[config.mk]
export PLATFORM = sky130hd
export DESIGN_NAME = shift_add_multiplier
export DESIGN_NICKNAME = d
export VERILOG_FILES = /design/src/rtl/mips_arith_pkg.sv /design/src/rtl/shift_add_multiplier.sv
export SDC_FILE = /design/constraint.sdc
export NUM_CORES = 1
export LEC_CHECK = 0
export CORE_UTILIZATION = 45
export CTS_CLUSTER_DIAMETER = 100
export CTS_CLUSTER_SIZE = 10
export DETAILED_ROUTE_END_ITERATION = 16
export GPL_TIMING_DRIVEN = 0
export MAX_ROUTING_LAYER = met4
export PLACE_DENSITY = 0.65
export SLEW_MARGIN = 20
export SYNTH_ARGS = -nofsm -noshare
export SYNTH_HDL_FRONTEND = slang
export SYNTH_SLANG_ARGS = --single-unit
[constraint.sdc]
create_clock -name clk -period 4.5 [get_ports clk]
set_input_delay 1.35 -clock clk [delete_from_list [all_inputs] [get_ports clk]]
set_output_delay 1.35 -clock clk [all_outputs]
set_load 0.1 [all_outputs]
[src/rtl/mips_arith_pkg.sv]
// Shared definitions for the MIPS multiply/divide unit.
// Holds the common operand width and the sequencer state encoding.
package mips_arith_pkg;

  localparam int ARITH_WIDTH = 64;

  typedef enum logic [1:0] {
    IDLE = 2'd0,
    BUSY = 2'd1,
    DONE = 2'd2
  } arith_state_e;

endpackage

[src/rtl/shift_add_multiplier.sv]
// Radix-2 shift-add unsigned multiplier, WIDTH cycles per product.
// Ports: clk, rst (sync, active-high), start, a, b -> product, rdy.
module shift_add_multiplier
  import mips_arith_pkg::*;
#(
  parameter int WIDTH = ARITH_WIDTH
) (
  input  logic               clk,
  input  logic               rst,
  input  logic               start,
  input  logic [WIDTH-1:0]   a,
  input  logic [WIDTH-1:0]   b,
  output logic [2*WIDTH-1:0] product,
  output logic               rdy
);

  localparam int CNT_W = $clog2(WIDTH) + 1;
  localparam logic [CNT_W-1:0] LAST = CNT_W'(WIDTH - 1);

  arith_state_e       state_q;
  logic [2*WIDTH-1:0] acc_q;
  logic [2*WIDTH-1:0] mcand_q;
  logic [WIDTH-1:0]   mplr_q;
  logic [CNT_W-1:0]   cnt_q;
  logic [2*WIDTH-1:0] product_q;
  logic               rdy_q;

  // Partial-product add for the current iteration; the 2*WIDTH-bit
  // accumulator can never overflow for WIDTH-bit operands.
  logic [2*WIDTH-1:0] acc_d;

  always_comb begin
    acc_d = acc_q;
    if (mplr_q[0]) begin
      acc_d = acc_q + mcand_q;
    end
  end

  always_ff @(posedge clk) begin
    if (rst) begin
      state_q   <= IDLE;
      acc_q     <= '0;
      mcand_q   <= '0;
      mplr_q    <= '0;
      cnt_q     <= '0;
      product_q <= '0;
      rdy_q     <= 1'b0;
    end else begin
      unique case (state_q)
        IDLE, DONE: begin
          if (start) begin
            mcand_q <= {{WIDTH{1'b0}}, a};
            mplr_q  <= b;
            acc_q   <= '0;
            cnt_q   <= '0;
            rdy_q   <= 1'b0;
            state_q <= BUSY;
          end
        end
        BUSY: begin
          acc_q   <= acc_d;
          mcand_q <= mcand_q << 1;
          mplr_q  <= mplr_q >> 1;
          cnt_q   <= cnt_q + 1'b1;
          // Last iteration: publish the sum including this cycle's add.
          if (cnt_q == LAST) begin
            product_q <= acc_d;
            rdy_q     <= 1'b1;
            state_q   <= DONE;
          end
        end
        default: begin
          state_q <= IDLE;
        end
      endcase
    end
  end

  assign product = product_q;
  assign rdy     = rdy_q;

endmodule

==> metrics.cfg <==
[run_status]
status = finished, final reports clean

[floorplan]
num_rows = 88
core_area_mm2 = 0.0576
ios = 260
die-area_mm2 = 0.0592
initial_utilization_pct = 45.5
fp.dieH_um = 243
die_w_um = 243

[place]
dp_hpwl_mm = 83.8
io_buffer_count = 258
dpl_cell_area_mm2 = 0.0298
place_congestion = 1.03

[sta]
finalCritPeriodShare_pct = 99.8
rsz0062_at_grt = yes
finalHoldViolations = 0
setup_viol = 0
fin_crit_ps = 4490
fmaxAchievable_ghz = 0.223
worst_pin_slew_ps = 1240
slew_viol_final = 0
holdWs_ps = 462
finClkSkew_ps = 30.4
max_slew_margin_pct = 17.4

[power_and_ir_drop]
p_sw_share_pct = 28.9
pwr-share-clk_pct = 40.7
powerDensity_mw_per_mm2 = 302
pwr-share-seq_pct = 45.6
intPower_mw = 6.70
switching_power_mw = 2.73
p_comb_share_pct = 13.7
p_leak_nw = 11.7
report.power.total_mw = 9.43
ir_drop_mv = 0.292

[drt]
wire_per_inst_um = 24.0
finalWirelength_mm = 108
drtIter0Drc = 2626
ant_nets = 0
drtPass1Iterations = 5
top_layer = met4
m1WireLength_mm = 46.7
dr_wl_met2_mm = 48.8
via_per_inst = 6.09
num_vias = 27320
drcViolationCount = 0
wl_met3_mm = 7.33

[yosys]
synth-compound-area-share_pct = 27.0
async_flop_share_pct = 0
muxShareOfSynthArea_pct = 3.00
ys_seq_area_share_pct = 35.0
synth_fp_nets = 3656
netlist_area_mm2 = 0.0262
synth_xor_area_share_pct = 4.01
synth-seq-cells = 458
yosysWarnings = 0
synthesis.instances = 3396
netlist_top_cells_area = dfxtp_1 (35%), a21oi_1 (6.5%), nor2_1 (6.3%)
synth_edf_count = 0
yosys.area_share.simple_pct = 20.0
yosys.area.top_type_share_pct = 35.0
yosys.area.top_type = dfxtp_1
synth_top_family_by_area = compound AO/OA/AOI/OAI gates
synth_cell_types = 83
synth_fa_ha_area_share_pct = 6.19
synth_ff_type = dfxtp_1
avgSynthCellArea_um2 = 7.72

[setup_path]
max_stage_delay_ps = 900
r2r_slack_ps = 8
cp.required_ps = 5000
slowest_stage = a211oi_1
critPathLaunch = acc_q[30]$_SDFFE_PP0P_
cp.arrival_ps = 4990
worst-path-max-fanout = 8
path_cells = ha_1 > clkbuf_1 > a211oi_1 > nor2_1 > a221oi_1 > nand3_1 > a211oi_1 > nand2_1 > a21boi_0 > xnor2_1 > mux2i_1 > a21oi_1
crit_path_end = product[61]$_SDFFE_PP0P_
start_kind = flip-flop
r2r_start = acc_q[30]$_SDFFE_PP0P_
cp-end-kind = flip-flop
worstReg2RegEnd = product[61]$_SDFFE_PP0P_
r2r_cells = 12
critical_path_class = reg2reg
cpMostUsedCell = a211oi_1

[clock_network]
cts_htree_levels = 2
cts_tree = built
cts.sinks = 458
worstSkewPairLatency_ps = 650
clk_path_buf_depth = 3
root_buffer = clkbuf_16
path_clk_slew_ps = 60
cts_buffers = 52

[cells_and_area]
area.growth.synth_to_final_pct = 19.2
nets = 3972
num-fill-cells = 5697
layout-drive-gt1-share_pct = 5.19
postLayoutCellArea_mm2 = 0.0313
fin_util_pct = 54.3
multi_input_area_mm2 = 0.0158
layout_commonest_cell = dfxtp_1
mostFrequentLayoutCells = dfxtp_1 (458), nor2_1 (437), a21oi_1 (342)
regArea_mm2 = 0.00917

[grt]
antenna_found_initial = 1
grt_start_max_net_pins = 16
grt_pass1_wl_mm = 160
grtUsageTotal_pct = 36.4
grt_pass1_vias = 25883
grt-ovfl-total = 0

[run]
drv_cap = 0

[worst_hold_path]
hold_class = reg2reg

==> state kept, by name (all words and copies together) (netlist names) <==
| signal | cells |
|---|---|
| acc_q | 128 |
| cnt_q | 7 |
| mplr_q | 64 |
| mcand_q | 128 |
| state_q | 2 |
| rdy | 1 |
| product | 128 |
==> cell usage after synthesis (12+ instances only) <==
cell type and count:
ha_1 128, dfxtp_1 458, xor2_1 56, buf_2 34
o21ai_0 189, a211oi_1 38, a31oi_1 34, nor3_1 170
o21a_1 18, nor2_1 437, inv_1 49, o31ai_1 17
a21o_1 61, or3_1 13, o21bai_1 35, clkbuf_1 215
o22ai_1 124, and4_1 13, mux2i_1 37, mux2_2 36
a21oi_1 342, nand3_1 47, and2_1 14, o211ai_1 13
a22o_1 39, o21ai_1 12, xnor2_1 64, nand2_1 337
nand4_1 84, nand2b_1 14, a22oi_1 103
==> worst min-delay path by stage <==
stage,start,to,cells after the start
CTS,product[42]$_SDFFE_PP0P_,product[42]$_SDFFE_PP0P_,2
global placement,product[8]$_SDFFE_PP0P_,product[8]$_SDFFE_PP0P_,2
detailed placement,product[12]$_SDFFE_PP0P_,product[12]$_SDFFE_PP0P_,2
floorplan,acc_q[124]$_SDFFE_PP0P_,acc_q[124]$_SDFFE_PP0P_,2
finish,product[18]$_SDFFE_PP0P_,product[18]$_SDFFE_PP0P_,2
global route,product[4]$_SDFFE_PP0P_,product[4]$_SDFFE_PP0P_,2
==> worst max-delay path, delay by kind of cell (launching register included) <==
kind | cells | cell delay, ps
AOI/OAI and AO/OA | 5 | 2320
xor gates and xnor gates | 1 | 130
adders and majority gates | 1 | 290
buffers and inverters | 1 | 200
DFF | 1 | 340
muxes | 1 | 480
and+or+nand+nor | 3 | 570
==> power groups by stage <==
stage / registers, mW / logic, mW / clock network, mW
finish: 4.30 / 1.29 / 3.83
global route: 4.31 / 1.39 / 4.01
CTS: 4.30 / 1.27 / 3.87
detailed placement: 4.38 / 1.27 / 0
global placement: 4.38 / 1.26 / 0
floorplan: 4.34 / 0.781 / 0
==> routing by layer <==
| metal | global-route usage [%] | vias up |
|---|---|---|
| met3 | 4.67 | 238 |
| met5 | - | - |
| met2 | 56.9 | 1053 |
| met1 | 46.8 | 13073 |
| met4 | 16.2 | 0 |
| li1 | - | 12956 |
==> cell families after synthesis <==
| family | Yosys count |
|---|---|
| mux | 74 |
| flops | 458 |
| buf+inv | 321 |
| fa+ha+maj | 129 |
| compound gates | 1114 |
| xor+xnor | 120 |
| simple gates | 1180 |
==> stage by stage <==
stage               setup WS, ps  std cells  setup TNS (ps)
floorplan                   1130       3396               0
global placement            -176       4419            -832
detailed placement          -199       4421            -584
CTS                         96.4       4479               0
global route               -23.9       4482           -42.5
finish                      8.25       4483               0
==> area by class of cell <==
cell class,instances,area share (%)
Inverter,49,0.588
Sequential cell,458,29.3
Multi-Input combinational cell,2617,50.6
Timing Repair Buffer,262,8.37
Clock inverter,5,0.292
Clock buffer,53,4.21
Tap cell,765,3.06
Antenna cell,2,0.0160
Buffer,272,3.52
==> what timing repair did <==
action | 4_1_cts | 5_1_grt
hold buffers | 0 | 0
pin swaps | 0 | 2
setup endpoints to repair | 9 | 17
resized for setup | 3 | 6
buffers inserted | 0 | 2
Note: power is estimated with default switching activity, not from simulation.
